File: src/rtl/divmod_pkg.sv
// Shared definitions for divmod_unit: FSM state encoding and step-counter sizing.
package divmod_pkg;

  typedef enum logic [1:0] {
    IDLE = 2'd0,
    RUN  = 2'd1,
    DONE = 2'd2
  } state_t;

  // Counter must hold the value WIDTH itself, hence WIDTH+1 codes.
  function automatic int cnt_width(input int width);
    return $clog2(width + 1);
  endfunction

endpackage

File: src/rtl/divmod_ctrl.sv
// Sequencer for divmod_unit: IDLE/RUN/DONE state machine, step counter, busy and done.
module divmod_ctrl
  import divmod_pkg::*;
#(
  parameter int WIDTH = 32
) (
  input  logic clk,
  input  logic rst_n,
  input  logic start,
  input  logic b_zero,
  output logic accept,
  output logic run,
  output logic last_step,
  output logic busy,
  output logic done
);

  localparam int CW = cnt_width(WIDTH);

  state_t        state_reg, state_next;
  logic [CW-1:0] count_reg, count_next;

  always_ff @(posedge clk or negedge rst_n) begin
    if (!rst_n) begin
      state_reg <= IDLE;
      count_reg <= '0;
    end else begin
      state_reg <= state_next;
      count_reg <= count_next;
    end
  end

  always_comb begin
    state_next = state_reg;
    count_next = count_reg;
    accept     = 1'b0;
    last_step  = 1'b0;
    case (state_reg)
      IDLE: begin
        if (start) begin
          accept     = 1'b1;
          count_next = CW'(WIDTH);
          state_next = b_zero ? DONE : RUN;
        end
      end
      RUN: begin
        count_next = count_reg - CW'(1);
        // The step taken on this edge is the last one; results land with it.
        if (count_reg == CW'(1)) begin
          last_step  = 1'b1;
          state_next = DONE;
        end
      end
      DONE:    state_next = IDLE;
      default: state_next = IDLE;
    endcase
  end

  assign run  = (state_reg == RUN);
  assign done = (state_reg == DONE);
  assign busy = (state_reg == RUN) || (state_reg == DONE);

endmodule

File: src/rtl/divmod_unit.sv
// Multi-cycle restoring divider, one quotient bit per clock. Define DIVMOD_SIGNED_EN
// to add the signed_op input for two's-complement division (truncating toward zero).
module divmod_unit
  import divmod_pkg::*;
#(
  parameter int WIDTH = 32
) (
  input  logic             clk,
  input  logic             reset,
  input  logic             start,
`ifdef DIVMOD_SIGNED_EN
  input  logic             signed_op,
`endif
  input  logic [WIDTH-1:0] A,
  input  logic [WIDTH-1:0] B,
  output logic [WIDTH-1:0] quotient,
  output logic [WIDTH-1:0] remainder,
  output logic             busy,
  output logic             done,
  output logic             div_zero
);

  // Assert asynchronously, release only after two clean clock edges.
  logic [1:0] rst_sync_reg;
  logic       rst_n;

  always_ff @(posedge clk or negedge reset) begin
    if (!reset) rst_sync_reg <= 2'b00;
    else        rst_sync_reg <= {rst_sync_reg[0], 1'b1};
  end

  assign rst_n = rst_sync_reg[1];

  logic signed_mode;
`ifdef DIVMOD_SIGNED_EN
  assign signed_mode = signed_op;
`else
  assign signed_mode = 1'b0;
`endif

  logic             a_neg, b_neg, b_zero;
  logic [WIDTH-1:0] a_mag, b_mag;

  assign a_neg  = signed_mode & A[WIDTH-1];
  assign b_neg  = signed_mode & B[WIDTH-1];
  assign a_mag  = a_neg ? -A : A;
  assign b_mag  = b_neg ? -B : B;
  assign b_zero = (B == '0);

  logic accept, run, last_step;

  divmod_ctrl #(.WIDTH(WIDTH)) u_ctrl (
    .clk       (clk),
    .rst_n     (rst_n),
    .start     (start),
    .b_zero    (b_zero),
    .accept    (accept),
    .run       (run),
    .last_step (last_step),
    .busy      (busy),
    .done      (done)
  );

  logic [WIDTH-1:0] dvd_reg, dvs_reg, prem_reg;
  logic [WIDTH-1:0] quotient_reg, remainder_reg;
  logic             q_neg_reg, r_neg_reg, div_zero_reg;

  logic [WIDTH:0]   shifted, trial;
  logic             fits;
  logic [WIDTH-1:0] q_step, r_step;

  // Divisor < 2^WIDTH, so a set top bit in the shifted remainder always fits;
  // otherwise the borrow out of the WIDTH+1 bit subtract decides.
  assign shifted = {prem_reg, dvd_reg[WIDTH-1]};
  assign trial   = shifted - {1'b0, dvs_reg};
  assign fits    = shifted[WIDTH] | ~trial[WIDTH];
  assign r_step  = fits ? trial[WIDTH-1:0] : shifted[WIDTH-1:0];
  assign q_step  = {dvd_reg[WIDTH-2:0], fits};

  always_ff @(posedge clk or negedge rst_n) begin
    if (!rst_n) begin
      dvd_reg       <= '0;
      dvs_reg       <= '0;
      prem_reg      <= '0;
      quotient_reg  <= '0;
      remainder_reg <= '0;
      q_neg_reg     <= 1'b0;
      r_neg_reg     <= 1'b0;
      div_zero_reg  <= 1'b0;
    end else if (accept) begin
      dvd_reg      <= a_mag;
      dvs_reg      <= b_mag;
      prem_reg     <= '0;
      q_neg_reg    <= a_neg ^ b_neg;
      r_neg_reg    <= a_neg;
      div_zero_reg <= b_zero;
      if (b_zero) begin
        quotient_reg  <= '1;
        remainder_reg <= A;
      end
    end else if (run) begin
      dvd_reg  <= q_step;
      prem_reg <= r_step;
      if (last_step) begin
        quotient_reg  <= q_neg_reg ? -q_step : q_step;
        remainder_reg <= r_neg_reg ? -r_step : r_step;
      end
    end
  end

  assign quotient  = quotient_reg;
  assign remainder = remainder_reg;
  assign div_zero  = div_zero_reg;

endmodule

File: config.mk
export PLATFORM = sky130hd
export DESIGN_NAME = divmod_unit
export DESIGN_NICKNAME = d
export VERILOG_FILES = /design/src/rtl/divmod_pkg.sv /design/src/rtl/divmod_ctrl.sv /design/src/rtl/divmod_unit.sv
export SDC_FILE = /design/constraint.sdc
export NUM_CORES = 1
export LEC_CHECK = 0
export BUFFER_PORTS_ARGS = -buffer_cell sky130_fd_sc_hd__buf_2
export CORE_UTILIZATION = 55
export DETAILED_ROUTE_END_ITERATION = 16
export PLACE_DENSITY = 0.77
export SETUP_SLACK_MARGIN = 0.02
export SLEW_MARGIN = 20
export SYNTH_ARGS = -nofsm -noshare
export SYNTH_HDL_FRONTEND = slang
export SYNTH_SLANG_ARGS = --single-unit
File: constraint.sdc
create_clock -name clk -period 6.35 [get_ports clk]
set_input_delay 1.27 -clock clk [delete_from_list [all_inputs] [get_ports clk]]
set_output_delay 1.27 -clock clk [all_outputs]
set_load 0.05 [all_outputs]
# Yosys cells after proc, flatten, opt, wreduce, memory -nomap -nowiden
# Cells that the tools add are included.
[op_classes] addsub=2 n_eq_ne=6 mux=23 bitwise_logic=2 n_reduce_logical=9
[op_table] cell="2-to-1 mux 32 bit" count=13
[op_table] cell="subtractor 33 x 32 -> 33 bit" count=1
[op_table] cell="logical NOT 32 bit" count=1
[op_table] cell="case mux 6 bit (2 select lines)" count=1
[op_table] cell="== test 6 x 1 -> 1 bit (second input constant)" count=1
[op_table] cell="2-to-1 mux 2 bit" count=3
[op_table] cell="2-to-1 mux 6 bit" count=1
[op_table] cell="nonzero test 2 bit" count=3
[op_table] cell="subtractor 6 x 1 -> 6 bit (second input constant)" count=1
[op_table] cell="2-to-1 mux 1 bit" count=4
[op_table] cell="inequality test 2 x 1 -> 1 bit (second input constant)" count=2
[op_table] cell="case mux 2 bit (2 select lines)" count=1
[op_table] cell="AND reduction 2 bit" count=2
[op_table] cell="AND reduction 3 bit" count=1
[op_table] cell="== test 2 x 1 -> 1 bit (second input constant)" count=1
[op_table] cell="== test 2 bit (second input constant)" count=1
[op_table] cell="logical NOT 2 bit" count=1
[op_table] cell="inequality test 2 bit (second input constant)" count=1
[op_table] cell="logical OR 1 bit" count=1
[op_table] cell="inverter 1 bit" count=1
[op_table] cell="bitwise OR 1 bit" count=1
[word_totals] ff_bits=171 in_bits=67 out_inout_bits=67 wordCells=51

# Depth between registers and ports, before layout
# Gate-level depths: netlist of run 1.
[logic_depth] depth_word=7 ltp_mapped=15 mapped_depth_nobuf=12

# Hierarchy
# A second synthesis of run 1 with hierarchy kept.
[hier_totals] cells_unflattened=1071 area_unflattened_um2=9381.5
[modules_own_cells] mod="divmod_unit" instances=1 cells_each=1008 area_each_um2=8839.7 seq_area_each_um2=4078.9
[modules_own_cells] mod="divmod_ctrl" instances=1 cells_each=63 area_each_um2=541.8 seq_area_each_um2=200.2

# Worst setup path before layout of run 1
# No wires, ideal clock.
[synth_timing] path_type="input-to-reg" from="input port B[20]" to="register remainder_reg[1] (netlist: remainder[1])" t_arrival_ps=2793 required_time_ps=6204 setup_slack_ps=3411 stages=8 cell_sequence="nor4_1 -> nand4_1 -> nor2_1 -> nand2_1 -> nand2_1 -> clkbuf_1 -> clkbuf_1 -> o221ai_1"
[synth_between] elab_chain_cells=3
[synth_lines] item="start, declared" line="divmod_unit.sv:15" rtl="input logic [WIDTH-1:0] B,"
[synth_lines] item="logical NOT 32 bit" line="divmod_unit.sv:48" rtl="assign b_zero = (B == '0);"
[synth_lines] item="inequality test 2 x 1 -> 1 bit (no source line)"
[synth_lines] item="AND reduction 3 bit (no source line)"
[synth_lines] item="end signal, assigned" line="divmod_unit.sv:106" rtl="remainder_reg <= r_neg_reg ? -r_step : r_step;"
[synth_lines] item="end, declared" line="divmod_unit.sv:65" rtl="logic [WIDTH-1:0] quotient_reg, remainder_reg;"
# No other way between the ends.
# A chain may end at the register's enable or synchronous reset.

# Worst setup path after layout of run 1
[layout_timing] from="input port start" to="register remainder_reg[30] (netlist: remainder[30])"
[layout_between] elab_chain_cells=4
[layout_lines] item="start, declared" line="divmod_unit.sv:10" rtl="input logic start,"
[layout_lines] item="2-to-1 mux 1 bit *" line="divmod_ctrl.sv:40" rtl="if (start) begin"
[layout_lines] item="2-to-1 mux 1 bit *" line="divmod_ctrl.sv:38" rtl="case (state_reg)"
[layout_lines] item="inequality test 2 x 1 -> 1 bit (no source line) / nonzero test 2 bit (equally long branches)"
[layout_lines] item="AND reduction 3 bit (no source line)"
# Every way passes the cells marked *; elsewhere a longest branch is shown, timed or not.

==> summary.md, run 1 <==
| Metric | Value |
|---|---|
| Setup violators final | 0 |
| Worst path top cell family by delay | simple AND/OR/NAND/NOR gates |
| GR met2 Demand/Resource | 47.6% |
| Number of remaining DRC errors | 0 |
| Startpoint class of the critical path | primary input |
| # port buffers | 133 |
| Clock Sink Count | 171 |
| Vias in the first global route | 7,714 |
| WL/cell | 17.3 um |
| CTS tree | yes |
| Most frequent CP cell | nand2_1 |
| Overall global routing resource usage | 28.2% |
| Highest Clock Rate | 0.262 GHz |
| DP Wirelength | 16,600 um |
| DRT Wirelength | 23,400 um |
| CP Cell Sequence | buf_2, nand2_1, buf_4, nand2_1, or2_2, nand2_2, nand2_1, o21ai_0, o311ai_0 |
| Pin count of the biggest net entering global routing | 76 |
| Slew headroom | 32.8% |
| Clock skew | 0.00826 ns |
| Commonest cells after routing, fill and taps aside | 204 x nand2_1, 170 x dfrtp_1, 141 x o21ai_0, 133 x buf_2, 67 x a21oi_1 |
| Syn Nets | 1,136 |
| Final setup TNS | 0 ns |
| Post-CTS Setup Repair Bufs | 0 |
| Grt peak-use layer | met2 |
| Row cnt | 46 |
| Via density | 5.81 |
| Crit path kind | primary input to flop |
| Overflow after GRT | 0 |
| DR iter-0 viols | 562 |
| Critical Path RT | 6.61 ns |
| CTS H-Tree Depth | 4 |
| Post-synth EDFFs | 0 |
| Most common cell after layout, fill and taps aside | nand2_1 |
| DR vias | 7,890 |
| DRT antenna net count | 0 |
| Mapped Cells | 1,031 |
| Critical Path AT | 4.09 ns |
| Mapped Area | 9170 sq um |
| # resized after CTS | 0 |
| Mean post-synth cell area | 8.90 sq um |
| Pre-antenna DRT Iters | 5 |
| Clk_lat worst skew | 0.43 ns |
| Chip height | 131 um |
| Final GP Congestion | 0.921 |
| Layout area overhead | 14.4% |
| Slowest CP cell | nand2_2 |
| Die area | 17,200 sq um |
| Die Wd | 131 um |
| Asr flop ratio synth | 100% |
| Fin crit period | 3.82 ns |
| Initial antenna violation count | 0 |
| Number of buffers and inverters on the critical path | 2 |
| # diodes | 0 |
| Longest Clk Path Bufs | 2 |
| Max-Cap Viols | 0 |
| Sequential fraction of the synthesis area | 46.7% |
| Unrepaired setup endpoints after global routing | no |
| First-pass GRT wire length | 38,600 um |
| CORE AREA | 16,100 sq um |
| M1 GR Usage | 35.2% |
| I/O Pins | 134 |
| Slew @ Worst Pin | 1.00 ns |
| Num CTS Buffers | 17 |
| Crit-path max cell delay | 0.83 ns |
| Nets | 1,233 |
| Layout cells sized above 1 | 17.7% |
| Main synth FF type | dfrtp_1 |
| Status | finished clean |
| HP Class | flop to flop |
| Grt met3 use | 5.25% |
| CP max FO | 57 |
| Unique masters post-synth | 62 |
| Final Hold Vio Count | 0 |
| Fill cell count | 1,330 |
| Root Buffer | clkbuf_16 |
| Tcrit/Tclk final | 60.2% |
| Hold_buf cts | 0 |
| Pins Over Slew Limit | 0 |
| Clk slew on worst S/H paths | 0.07 ns |
| Seq cells post-synth | 171 |
| Initial core utilization | 57.1% |
| Synth warn | 0 |
| Element type at the critical path end | flop |
==> per-stage QoR <==
stage	hold slack [ns]	area [sq um]	setup slack (ns)	instances	util [%]
2_1_floorplan	0.331	9170	1.23	1031	-
3_3_place_gp	0.337	9900	2.25	1324	61.7
3_5_place_dp	0.346	9900	2.09	1324	61.7
4_1_cts	0.364	10500	2.50	1356	65.1
5_1_grt	0.370	10500	2.30	1357	65.3
6_report	0.357	10500	2.53	1357	65.3
==> layer usage <==
layer	share of wire, %	routed length [um]
met1	43	9980
met2	49	11500
met3	4.3	1020
met4	4.0	930
met5	0	0
==> synth_stat cells, drive strengths merged, types with 2 or more instances <==
| cell | number | area, sq um |
|---|---|---|
| o211ai | 6 | 45.0 |
| dfrtp | 171 | 4280 |
| inv | 43 | 161 |
| nor3b | 3 | 22.5 |
| or2 | 3 | 18.8 |
| nor4 | 11 | 68.8 |
| xnor2 | 18 | 158 |
| ha | 37 | 463 |
| and2 | 3 | 18.8 |
| nand2 | 206 | 776 |
| nand2b | 6 | 37.5 |
| nor2b | 4 | 32.5 |
| a221oi | 7 | 67.6 |
| mux2i | 37 | 370 |
| o211a | 2 | 20.0 |
| o22ai | 7 | 43.8 |
| nor2 | 63 | 236 |
| a31oi | 26 | 163 |
| nor3 | 6 | 30.0 |
| a211o | 3 | 26.3 |
| o221ai | 2 | 17.5 |
| and3 | 2 | 12.5 |
| or3 | 2 | 12.5 |
| buf | 17 | 113 |
| a21o | 18 | 143 |
| o2111ai | 3 | 32.5 |
| mux2 | 10 | 131 |
| o21ai | 156 | 792 |
| xor2 | 12 | 105 |
| nand3 | 5 | 25.0 |
| clkbuf | 46 | 173 |
| a211oi | 3 | 22.5 |
| a21oi | 69 | 360 |
| nand4 | 10 | 62.6 |
==> final cells by class <==
| type | count | area [sq um] | area share [%] |
|---|---|---|---|
| Clock buffer | 17 | 425 | 4.05 |
| Clock inverter | 15 | 133 | 1.26 |
| Inverter | 43 | 161 | 1.54 |
| Multi-Input combinational cell | 754 | 4470 | 42.6 |
| Sequential cell | 171 | 4280 | 40.8 |
| Tap cell | 216 | 270 | 2.58 |
| Timing Repair Buffer | 141 | 746 | 7.11 |
==> logic make-up (layout without fill, tap and decap cells) <==
logic type	count (synthesis)	after routing	synth area share, %
flip-flops	171	171	46.7
buffers and inverters	106	216	4.87
XOR/XNOR	30	30	2.86
AO/OA/AOI/OAI	312	312	19.9
other	1	1	0.0409
multiplexers	47	47	5.47
adder cells (fa/ha/maj)	38	38	5.27
AND/OR/NAND/NOR	326	326	15.0
==> worst paths after layout <==
| kind | start | end | slack (ns) | depth (start not counted) |
|---|---|---|---|---|
| setup / recovery | start | remainder[30] | 2.53 | 9 |
| hold / removal | rst_sync_reg[0] | rst_sync_reg[1] | 0.36 | 0 |
| setup reg to reg | dvd_reg[31] | remainder[24] | 2.68 | 12 |
| hold reg to reg | rst_sync_reg[0] | rst_sync_reg[1] | 0.36 | 0 |
| max in group asynchronous | rst_sync_reg[1] | dvs_reg[8] | 4.65 | 1 |
| min in group asynchronous | rst_sync_reg[1] | remainder[24] | 0.38 | 0 |
Power of run 1 is not shown: default switching activity piles up to over one toggle a cycle in this logic, so the estimate is an artifact.
==> run 2, diff against run 1 <==
--- a/config.mk
+++ b/config.mk
@@ -6,7 +6,7 @@
 export NUM_CORES = 1
 export LEC_CHECK = 0
 export BUFFER_PORTS_ARGS = -buffer_cell sky130_fd_sc_hd__buf_2
-export CORE_UTILIZATION = 55
+export CORE_UTILIZATION = 52
 export DETAILED_ROUTE_END_ITERATION = 16
 export PLACE_DENSITY = 0.77
 export SETUP_SLACK_MARGIN = 0.02
==> constraint.sdc (replaced) <==
create_clock -name clk -period 3.3 [get_ports clk]
set_input_delay 0.66 -clock clk [delete_from_list [all_inputs] [get_ports clk]]
set_output_delay 0.66 -clock clk [all_outputs]
set_load 0.05 [all_outputs]
==> run 2 against run 1 <==
Effect of this change: routed wire length is 2.7% higher; first-iteration DRC count up 3.2%; count of clock-buffer cells in the layout increased by 3; non-clock buffer count rose by 10; sequential share of layout area shrank 0.62 points; critical path depth up 4.
==> summary.md, run 2 (synthesis results as in run 1) <==
| Metric | Value |
|---|---|
| Design area | 10,700 sq um (+1.5%) |
| Critical Path RT | 3.59 ns (-3.02 ns) |
| Pre-antenna DRT Iters | 5 (unchanged) |
| CORE AREA | 17,200 sq um (+7.3%) |
| WHS Endpoint | rst_sync_reg[1] |
| Layout area overhead | 16.2% |
| Reg2reg end | prem_reg[5] |
| Most common cell after layout, fill and taps aside | nand2_1 |
| Die Wd | 135 um (+2.8%) |
| HP Class | flop to flop |
| CTS tree | yes |
| Hold Path Cell Cnt | 0 (unchanged) |
| Startpoint class of the critical path | flop |
| Final setup TNS | 0 ns (unchanged) |
| DR iter-0 viols | 580 (+3.2%) |
| Final GP Congestion | 0.942 (+2.3%) |
| Hold_sp | rst_sync_reg[0] |
| Crit path kind | flop to flop |
| CTS H-Tree Depth | 4 (unchanged) |
| Pins Over Slew Limit | 0 (unchanged) |
| Clk slew on worst S/H paths | 0.07 ns (about the same) |
| Longest Clk Path Bufs | 2 (unchanged) |
| DP Wirelength | 17,200 um (+3.6%) |
| Dpl cell area | 10,000 sq um (+1.2%) |
| Final Hold Vio Count | 0 (unchanged) |
| Slew headroom | 45.3% (+12 points) |
| Root Buffer | clkbuf_16 |
| FF-to-FF path depth | 13 (+1) |
| Max-Cap Viols | 0 (unchanged) |
| Clock Sink Count | 171 (unchanged) |
| Initial core utilization | 53.2% (-3.9 points) |
| DR vias | 7,966 (+0.96%) |
| Layout cells sized above 1 | 18.2% (+0.54 points) |
| Die area | 18,200 sq um (+5.7%) |
| I/O Pins | 134 (unchanged) |
| Pin count of the biggest net entering global routing | 73 (-3.9%) |
| Clock skew | 0.00763 ns (-0.000630 ns) |
| Overflow after GRT | 0 (unchanged) |
| First-pass GRT wire length | 38,400 um (-0.64%) |
| Critical Path AT | 3.34 ns (-0.75 ns) |
| WL/cell | 17.5 um (+1.3%) |
| Via density | 5.79 (-0.43%) |
| Commonest cells after routing, fill and taps aside | 204 x nand2_1, 170 x dfrtp_1, 141 x o21ai_0, 133 x buf_2, 66 x a21oi_1 |
| Row cnt | 48 (+4.3%) |
| Element type at the critical path end | flop |
| Overall global routing resource usage | 27.4% (-0.72 points) |
| Num CTS Buffers | 17 (unchanged) |
| Clk_lat worst skew | 0.43 ns (about the same) |
| # port buffers | 133 (unchanged) |
| # diodes | 0 (unchanged) |
| Unrepaired setup endpoints after global routing | no |
| Setup violators final | 0 (unchanged) |
| Status | finished clean |
| Nets | 1,243 (+0.81%) |
| Highest Clock Rate | 0.328 GHz |
| Number of remaining DRC errors | 0 (unchanged) |
| Slowest CP cell | fa_1 |
| R2R Setup Slk | 0.25 ns (-2.43 ns) |
| Vias in the first global route | 7,620 (-1.2%) |
| Slew @ Worst Pin | 0.821 ns (-0.184 ns) |
| Crit-path max cell delay | 0.40 ns (-0.43 ns) |
| CP max FO | 28 (-51%) |
| Chip height | 135 um (+2.8%) |
| Initial antenna violation count | 0 (unchanged) |
| DRT Wirelength | 24,100 um (+2.7%) |
| Fin crit period | 3.05 ns |
| Reg-to-Reg Start | dvd_reg[31] |
| CP Cell Sequence | inv_1, ha_1, fa_1, nand2b_1, a21oi_2, o211a_1, o21ai_4, a21oi_4, a21o_1, buf_12, mux2_2, nand2_1, o21ai_0 |
| DRT antenna net count | 0 (unchanged) |
| Tcrit/Tclk final | 92.4% |
## run 2: what timing repair did
item / in CTS / in global routing
buffers inserted: 0 / 1
hold buffers: 1 / 0
hold endpoints to repair: 2 / 0
setup endpoints to repair: 0 / 14
gates resized for setup: 0 / 2
## run 2: cell type report
class / count / area (sq um)
Fill cell: 1461 / 6580
Multi-Input combinational cell: 754 / 4480
Sequential cell: 171 / 4280
Timing Repair Buffer: 151 / 841
Clock buffer: 20 / 447
Tap cell: 225 / 282
Clock inverter: 12 / 161
Inverter: 43 / 161
## run 2: how the worst max path moves through the flow
stage | from | endpoint | slack (ns) | depth (start not counted)
floorplan | rst_sync_reg[1] | div_zero | 0.47 | 0
global placement | dvd_reg[31] | remainder[12] | 0.34 | 13
detailed placement | dvd_reg[31] | prem_reg[5] | 0.22 | 13
CTS | dvd_reg[31] | prem_reg[5] | 0.14 | 13
global route | dvd_reg[31] | remainder[12] | 0.07 | 13
finish | dvd_reg[31] | prem_reg[5] | 0.25 | 13
## run 2: per-stage QoR
stage,hold WS [ns],utilization [%],cells,setup WS (ns)
after floorplan,0.331,-,1031,0.473
after global placement,0.341,58.1,1342,0.339
after detailed placement,0.337,58.1,1342,0.224
after CTS,0.358,61.7,1375,0.145
after global routing,0.368,61.8,1376,0.0723
final,0.352,61.8,1376,0.249
## run 2: metal layers
metal / routed length, um / part of all wire [%] / GRT usage, %
met4: 989 / 4.1 / 13.0
met3: 1190 / 4.9 / 4.84
met1: 10200 / 42 / 34.7
met2: 11700 / 49 / 45.7
met5: 0 / 0 / 0
## run 2: worst max-delay path: cells and delay by family (launching register included)
kind / cells / cell delay, ns
simple gates: 2 / 0.28
compound gates: 6 / 1.00
buf+inv: 2 / 0.28
fa+ha+maj: 2 / 0.62
flops: 1 / 0.35
mux: 1 / 0.36
Power of run 2 is left out for the same reason.
